`config.mk`:
```
export PLATFORM = sky130hd
export DESIGN_NAME = uart_tx_frame
export DESIGN_NICKNAME = d
export VERILOG_FILES = /design/src/rtl/uart_tx_frame.sv
export SDC_FILE = /design/constraint.sdc
export NUM_CORES = 1
export LEC_CHECK = 0
export BUFFER_PORTS_ARGS = -buffer_cell sky130_fd_sc_hd__clkbuf_2
export CORE_MARGIN = 8
export CORE_UTILIZATION = 40
export DETAILED_ROUTE_END_ITERATION = 16
export PLACE_DENSITY = 0.69
export SLEW_MARGIN = 40
export SYNTH_ARGS = -nofsm -noshare
export SYNTH_HDL_FRONTEND = slang
export SYNTH_SLANG_ARGS = --single-unit
export TNS_END_PERCENT = 20
```
`constraint.sdc`:
```
create_clock -name clk -period 2.6 [get_ports clk]
set_input_delay 0.39 -clock clk [delete_from_list [all_inputs] [get_ports clk]]
set_output_delay 0.39 -clock clk [all_outputs]
set_load 0.05 [all_outputs]
```
`src/rtl/uart_tx_frame.sv`:
```
// UART transmitter: start bit, DATA_BITS data bits LSB first, optional parity, STOP_BITS stop bits.
// Optional parity bit is enabled by defining UART_TX_PARITY_EN.
module uart_tx_frame #(
  parameter int unsigned CLK_FREQUENCE = 50_000_000,
  parameter int unsigned BAUD_RATE     = 9600,
  parameter int unsigned DATA_BITS     = 8,
  parameter int unsigned STOP_BITS     = 1,
  parameter int unsigned PARITY_ODD    = 0
) (
  input  logic                 clk,
  input  logic                 rst_n,
  input  logic                 tx_start,
  input  logic [DATA_BITS-1:0] tx_data,
  output logic                 tx_busy,
  output logic                 tx_done,
  output logic                 tx
);

  localparam int unsigned BAUD_CNT = CLK_FREQUENCE / BAUD_RATE;
  localparam int unsigned CNT_W    = (BAUD_CNT > 1) ? $clog2(BAUD_CNT) : 1;
  localparam int unsigned IDX_W    = $clog2(DATA_BITS + 1);

  // Reject configurations the frame logic cannot represent.
  if (BAUD_CNT < 2) begin : g_bad_baud
    $error("uart_tx_frame: BAUD_CNT must be at least 2");
  end
  if (DATA_BITS < 5 || DATA_BITS > 9) begin : g_bad_data
    $error("uart_tx_frame: DATA_BITS must be 5..9");
  end
  if (STOP_BITS < 1 || STOP_BITS > 2) begin : g_bad_stop
    $error("uart_tx_frame: STOP_BITS must be 1 or 2");
  end
  if (PARITY_ODD > 1) begin : g_bad_parity
    $error("uart_tx_frame: PARITY_ODD must be 0 or 1");
  end

  typedef enum logic [2:0] {
    S_IDLE,
    S_START,
    S_DATA,
`ifdef UART_TX_PARITY_EN
    S_PARITY,
`endif
    S_STOP
  } state_t;

  state_t               r_state;
  logic [CNT_W-1:0]     r_baud_cnt;
  logic [IDX_W-1:0]     r_bit_idx;
  logic [DATA_BITS-1:0] r_shift;
  logic                 r_tx;
  logic                 r_busy;
  logic                 r_done;
`ifdef UART_TX_PARITY_EN
  logic                 r_par;
`endif
  logic                 w_bit_end;

  assign w_bit_end = (r_baud_cnt == CNT_W'(BAUD_CNT - 1));

  // Outputs are registered one cycle behind the state, so the line follows the FSM by a clock.
  always_ff @(posedge clk or negedge rst_n) begin
    if (!rst_n) begin
      r_state    <= S_IDLE;
      r_baud_cnt <= '0;
      r_bit_idx  <= '0;
      r_shift    <= '0;
      r_tx       <= 1'b1;
      r_busy     <= 1'b0;
      r_done     <= 1'b0;
`ifdef UART_TX_PARITY_EN
      r_par      <= 1'b0;
`endif
    end else begin
      r_busy     <= (r_state != S_IDLE);
      r_done     <= (r_state == S_IDLE) && r_busy;
      r_baud_cnt <= w_bit_end ? '0 : r_baud_cnt + CNT_W'(1);
      case (r_state)
        S_IDLE: begin
          r_tx       <= 1'b1;
          r_baud_cnt <= '0;
          if (tx_start) begin
            r_shift   <= tx_data;
            r_bit_idx <= '0;
            r_state   <= S_START;
`ifdef UART_TX_PARITY_EN
            r_par     <= (^tx_data) ^ 1'(PARITY_ODD);
`endif
          end
        end
        S_START: begin
          r_tx <= 1'b0;
          if (w_bit_end) begin
            r_bit_idx <= '0;
            r_state   <= S_DATA;
          end
        end
        S_DATA: begin
          r_tx <= r_shift[0];
          if (w_bit_end) begin
            r_shift <= r_shift >> 1;
            if (r_bit_idx == IDX_W'(DATA_BITS - 1)) begin
              r_bit_idx <= '0;
`ifdef UART_TX_PARITY_EN
              r_state   <= S_PARITY;
`else
              r_state   <= S_STOP;
`endif
            end else begin
              r_bit_idx <= r_bit_idx + IDX_W'(1);
            end
          end
        end
`ifdef UART_TX_PARITY_EN
        S_PARITY: begin
          r_tx <= r_par;
          if (w_bit_end) begin
            r_state <= S_STOP;
          end
        end
`endif
        S_STOP: begin
          r_tx <= 1'b1;
          // Bit index doubles as the stop-bit counter.
          if (w_bit_end) begin
            if (r_bit_idx == IDX_W'(STOP_BITS - 1)) begin
              r_bit_idx <= '0;
              r_state   <= S_IDLE;
            end else begin
              r_bit_idx <= r_bit_idx + IDX_W'(1);
            end
          end
        end
        default: begin
          r_tx    <= 1'b1;
          r_state <= S_IDLE;
        end
      endcase
    end
  end

  assign tx      = r_tx;
  assign tx_busy = r_busy;
  assign tx_done = r_done;

endmodule
```
* Yosys cells after proc, flatten, opt, wreduce, memory -nomap -nowiden *
Index checks and enable logic that the tools add are counted.
W data, S select, Z words.

storage, ports and cells
  output and inout port bits = 3
  logic and storage cells = 49
  input port bits = 11
  register bits = 31

cells by class
  eq/ne operators = 11
  add/sub/neg operators = 2
  mux-type cells = 20
  reductions and logical operators = 9

operators by type and width
  kind                     count
  $mux W13                 2
  $mux W4                  6
  $mux W3                  6
  $mux W8                  2
  $pmux W4 S4              1
  $pmux W8 S2              1
  $add A13 B1 Y13 const B  1
  $eq A13 B13 Y1 const B   1
  $ne A2 B2 Y1 const B     6
  $pmux W3 S4              1
  $eq A3 B2 Y1 const B     2
  $reduce_and A6 Y1        1
  $reduce_and A5 Y1        1
  $add A4 B1 Y4 const B    1
  $eq A4 B3 Y1 const B     1
  $logic_not A4 Y1         1
  $reduce_bool A4 Y1       1
  $eq A3 B1 Y1 const B     1
  $logic_not A3 Y1         1
  $reduce_and A3 Y1        1
  $reduce_bool A3 Y1       1
  $pmux W1 S2              1
  $reduce_bool A2 Y1       1
  $logic_and A1 B1 Y1      1

* Depth between registers and ports, before layout *
  depth after elaboration = 4
  depth in mapped cells = 9
  gate-level depth less buffers = 7

* Worst setup path after synthesis *
Ideal clock, no wire load.

  kind = register to register
  start point = register r_baud_cnt[9]
  end point = register r_state[1]
  path buffers = 0
  clock period less this slack = 1928 ps
  stages on the path, launching flop included = 6
  data arrival time = 1801 ps
  setup slack = 672 ps
  required time = 2473 ps
  path through = dfrtp_1 -> or4b_4 -> nor4_4 -> nor2_2 -> nor2_4 -> mux2_1

between the ends
  cells in the longest elaborated chain, start to end = 3

RTL lines
  element                          RTL line  RTL
  start: declaration               48        logic [CNT_W-1:0] r_baud_cnt;
  start signal: assignment         77        r_baud_cnt <= w_bit_end ? '0 : r_baud_cnt + CNT_W'(1);
  $eq A13 B13 Y1 (*)               59        assign w_bit_end = (r_baud_cnt == CNT_W'(BAUD_CNT - 1));
  $ne A2 B2 Y1 (no line)           n/a
  $reduce_and A6 Y1 (no line) (*)  n/a
  end signal: assignment           64        r_state <= S_IDLE;
  end signal: assignment           85        r_state <= S_START;
  end signal: assignment           95        r_state <= S_DATA;
  end: declaration                 47        state_t r_state;

Mark *: on every way between the ends. The rest lies on a longest branch, timed or not.
A chain may end at the register's enable or synchronous reset.

* Worst setup path in the final report *
  start point = register r_state[0]
  end point = register r_state[1]

between the ends
  cells in the longest elaborated chain, start to end = 3

RTL lines
  element                                     RTL line  RTL
  $eq A3 B2 Y1, or another cell as far along  78        case (r_state)
  $ne A2 B2 Y1 (no line)                      n/a
  $reduce_and A6 Y1 (no line)                 n/a

Several ways; a longest one is shown, not always the timed one.

==> summary.md <==
| Metric | Value |
|---|---|
| Highest routed metal layer | `met4` |
| Total of max-cap violations | `0` |
| Library cell used as clock root buffer | `sky130_fd_sc_hd__clkbuf_8` |
| Reg2reg start | `r_state[0]` |
| Path type of the worst min-delay path | `input port to async pin` |
| Final-report hold violation count | `0` |
| Routed length on met2 | `1.32 mm` |
| Final HPWL from detailed placement | `roughly 1.9 mm` |
| Critical path data arrival time | `2310 ps` |
| Fraction of post-synthesis cell area in the top cell type by area | `47.2%` |
| Layout Nets | `187` |
| Number of clock sinks seen by CTS | `30` |
| Crit Path Category | `register to register` |
| Post-Place Setup Slack | `475 ps` |
| Commonest cells after routing, fill and taps aside | `sky130_fd_sc_hd__dfrtp_1, sky130_fd_sc_hd__nor2_1, sky130_fd_sc_hd__clkbuf_2, sky130_fd_sc_hd__nand2_1, sky130_fd_sc_hd__a21oi_1` |
| Area of all sequential standard cells | `752 sq um` |
| Worst setup slack after layout | `468 ps` |
| Count of nets left with antenna violations after detail routing | `0` |
| Depth of the worst register-to-register path | `7` |
| Num ports | `14` |
| RSZ-0062 raised after global routing | `no` |
| Reg2Reg Capture Point | `r_state[1]` |
| Clock slew at reported path FFs | `about 70 ps` |
| Setup TNS | `0 ps` |
| Distinct cell type count after synthesis | `38` |
| Minimum setup slack among reg-to-reg paths | `470 ps` |
| Commonest non-fill, non-tap cell in the layout | `sky130_fd_sc_hd__dfrtp_1` |
| Pwr per Cell Area | `504 nW/um^2` |
| Horizontal die dimension | `78 um` |
| Type of element capturing the critical path | `register` |
| Clock buffer depth | `2` |
| Floorplan die height | `~80 um` |
| Minimum period implied by the final worst setup slack | `2130 ps` |
| XOR/XNOR share of the synthesized area | `between 5 and 6%` |
| Maximum fanout encountered on the critical timing path | `6` |
| Top cells by area, synth | `sky130_fd_sc_hd__dfrtp_1, sky130_fd_sc_hd__nor2_1, sky130_fd_sc_hd__mux2i_1` |
| Average footprint of a synthesized cell | `10.1 sq um` |
| Number of port buffers | `13` |
| Count of H-tree levels built during CTS | `2` |
| Synth Area in Compound Gates | `under 10%` |
| Largest family of logic cells by synthesized area | `simple AND/OR/NAND/NOR gates` |
| Number of vias per cell | `about 5` |
| Via count of the first global-routing pass | `1075` |
| Share of synthesized area spent on multiplexers | `6.59%` |
| Number of violations reported at the end of detailed-routing iteration 0 | `52` |
| Post-Synthesis Cells | `153` |
| Number of remaining DRC errors | `0` |
| Netlist Area Pre-Place | `1540 sq um` |
| Final clock skew | `8.53 ps` |
| Tot GR Track Use | `10.1%` |
| TritonCTS clock tree | `yes` |
| Leakage | `0.777 nW` |
| Number of antenna violations at the first check in global routing | `0` |
| Worst Setup Start Kind | `register` |
| Min Hold Slack | `120 ps` |
| Pin count of the biggest net entering global routing | `31` |
| Number of storage elements in the synthesis netlist | `30` |
| Post-synthesis cell type with the largest combined area | `sky130_fd_sc_hd__dfrtp_1` |
| Max-slew headroom | `56.8%` |
| Number of hold-repair buffers added at the cts stage | `0` |
| Part of the Yosys area used for sequential elements | `slightly below 50%` |
| Met3 WL post-DR | `134 um` |
| Num CTS Buffers | `5` |
| Final clock period utilization by the worst path | `82.0%` |
| Synthesized net count | `between 150 and 200` |
| Wire length of the first global-routing pass | `between 4 and 5 mm` |
| Number of iterations in the first detailed-routing pass | `4` |
| Buffers inserted during post-CTS setup optimization | `0` |
| Status | `complete, no violations` |
| Wire length reported by the detailed router | `between 2 and 3 mm` |
| Warning count from the yosys run | `0` |
| Number of endpoints failing setup at the final stage | `0` |
| Proportion of layout cells with a drive suffix above 1 | `17.6%` |
| Filler cell count | `between 300 and 400` |
| Required time reported for the critical path endpoint | `about 2800 ps` |
| Post-Synth Simple-Gate Area | `21.8%` |
| Adder-cell share of the synthesized area | `5.70%` |
| Drt wl/cell | `12.5 um` |
| Initial standard-cell utilization of the core | `41.7%` |
| GR Overflow Total | `0` |
| Area of the die | `6080 sq um` |
| Via count | `about 1100` |
| Routed length on met1 | `approximately 1.2 mm` |
| Maximum achievable frequency | `0.469 GHz` |
| Gp weighted congestion | `between 0.8 and 0.9` |
| Peak VDD IR | `0.000259 V` |
| Core ar. | `between 3000 and 4000 sq um` |
| Pins Over Slew Limit | `0` |
| Worst-skew pair later-pin latency | `290 ps` |
| Post-cts sizing count | `0` |
| Tightest Pin Transition | `648 ps` |
| Footprint of the multi-input gates | `736 sq um` |
| Synthesis-to-finish area growth | `12.8%` |
| N_diodes | `0` |
| Number of placement rows | `22` |
## report_power, final
group / internal [mW] / total, mW / leakage (nW) / switching (mW)
Clock: 0.213 / 0.388 / 0.0482 / 0.175
Combinational: 0.00702 / 0.0189 / 0.349 / 0.0119
Sequential: 0.467 / 0.467 / 0.380 / 0
Total: 0.687 / 0.874 / 0.777 / 0.187
## worst max-delay path by stage
stage / from / end / slack (ps) / cells after the start
detailed placement: r_state[0] / r_state[1] / 480 / 7
global route: r_state[0] / r_state[1] / 320 / 7
CTS: r_state[0] / r_state[1] / 470 / 7
finish: r_state[0] / r_state[1] / 470 / 7
floorplan: r_baud_cnt[9] / r_state[1] / 670 / 5
global placement: r_state[0] / r_state[1] / 560 / 7
## per-layer routing
metal	global-route usage, %	up-vias
met1	11.2	519
met5	0	-
li1	-	552
met2	16.0	15
met3	3.69	6
met4	6.67	0
## area by class of cell
| cell class | count | share of cell area [%] |
|---|---|---|
| flip-flops and latches | 30 | 43.4 |
| multi-input cells | 111 | 42.4 |
| clock buffers | 7 | 4.98 |
| repair buffers | 13 | 3.75 |
| well taps | 48 | 3.46 |
| inverters | 8 | 1.73 |
| clock inverters | 1 | 0.289 |
## through the flow
stage | instances | cell area (sq um) | total power, mW | util [%]
6_report | 218 | 1730 | 0.874 | 47.0
5_1_grt | 218 | 1730 | 0.909 | 47.0
4_1_cts | 218 | 1730 | 0.887 | 47.0
3_5_place_dp | 210 | 1640 | 0.495 | 44.5
3_3_place_gp | 210 | 1640 | 0.495 | 44.5
2_1_floorplan | 153 | 1540 | 0.478 | -
## cell usage after synthesis, drive strengths merged
| master | n |
|---|---|
| inv | 8 |
| o21ai | 7 |
| dfrtp | 29 |
| o211ai | 1 |
| nand3 | 5 |
| nand2 | 11 |
| a21oi | 11 |
| or3 | 2 |
| nor3 | 2 |
| o21a | 1 |
| xor2 | 7 |
| o32a | 1 |
| and2 | 1 |
| a31o | 1 |
| nand4b | 1 |
| nor4 | 3 |
| mux2i | 9 |
| mux2 | 1 |
| or4b | 1 |
| buf | 3 |
| xnor2 | 2 |
| dfstp | 1 |
| ha | 7 |
| nor2 | 27 |
| a21boi | 1 |
| nor2b | 2 |
| clkbuf | 1 |
| nand4 | 4 |
| nand4bb | 1 |
| or2 | 2 |
## state kept, by name (all words and copies together) (netlist names)
register and count:
r_baud_cnt 13, r_shift 8, r_bit_idx 4, r_state 2
tx 1, tx_busy 1, tx_done 1
## worst max-delay path: stages, from the launching register on
cell	delay, ps
sky130_fd_sc_hd__dfrtp_1	400
sky130_fd_sc_hd__inv_1	100
sky130_fd_sc_hd__ha_1	250
sky130_fd_sc_hd__nor2b_1	440
sky130_fd_sc_hd__nor4_2	110
sky130_fd_sc_hd__nor2_2	320
sky130_fd_sc_hd__nor2_4	80
sky130_fd_sc_hd__mux2_1	320
## logic make-up (layout without fill, tap and decap cells)
family                     count (synthesis)  after routing
xor gates and xnor gates                   9              9
DFF                                       30             30
buffers and inverters                     12             29
and+or+nand+nor                           62             62
AOI/OAI and AO/OA                         23             23
muxes                                     10             10
adders and majority gates                  7              7
Power figures use the tool's default switching activity.
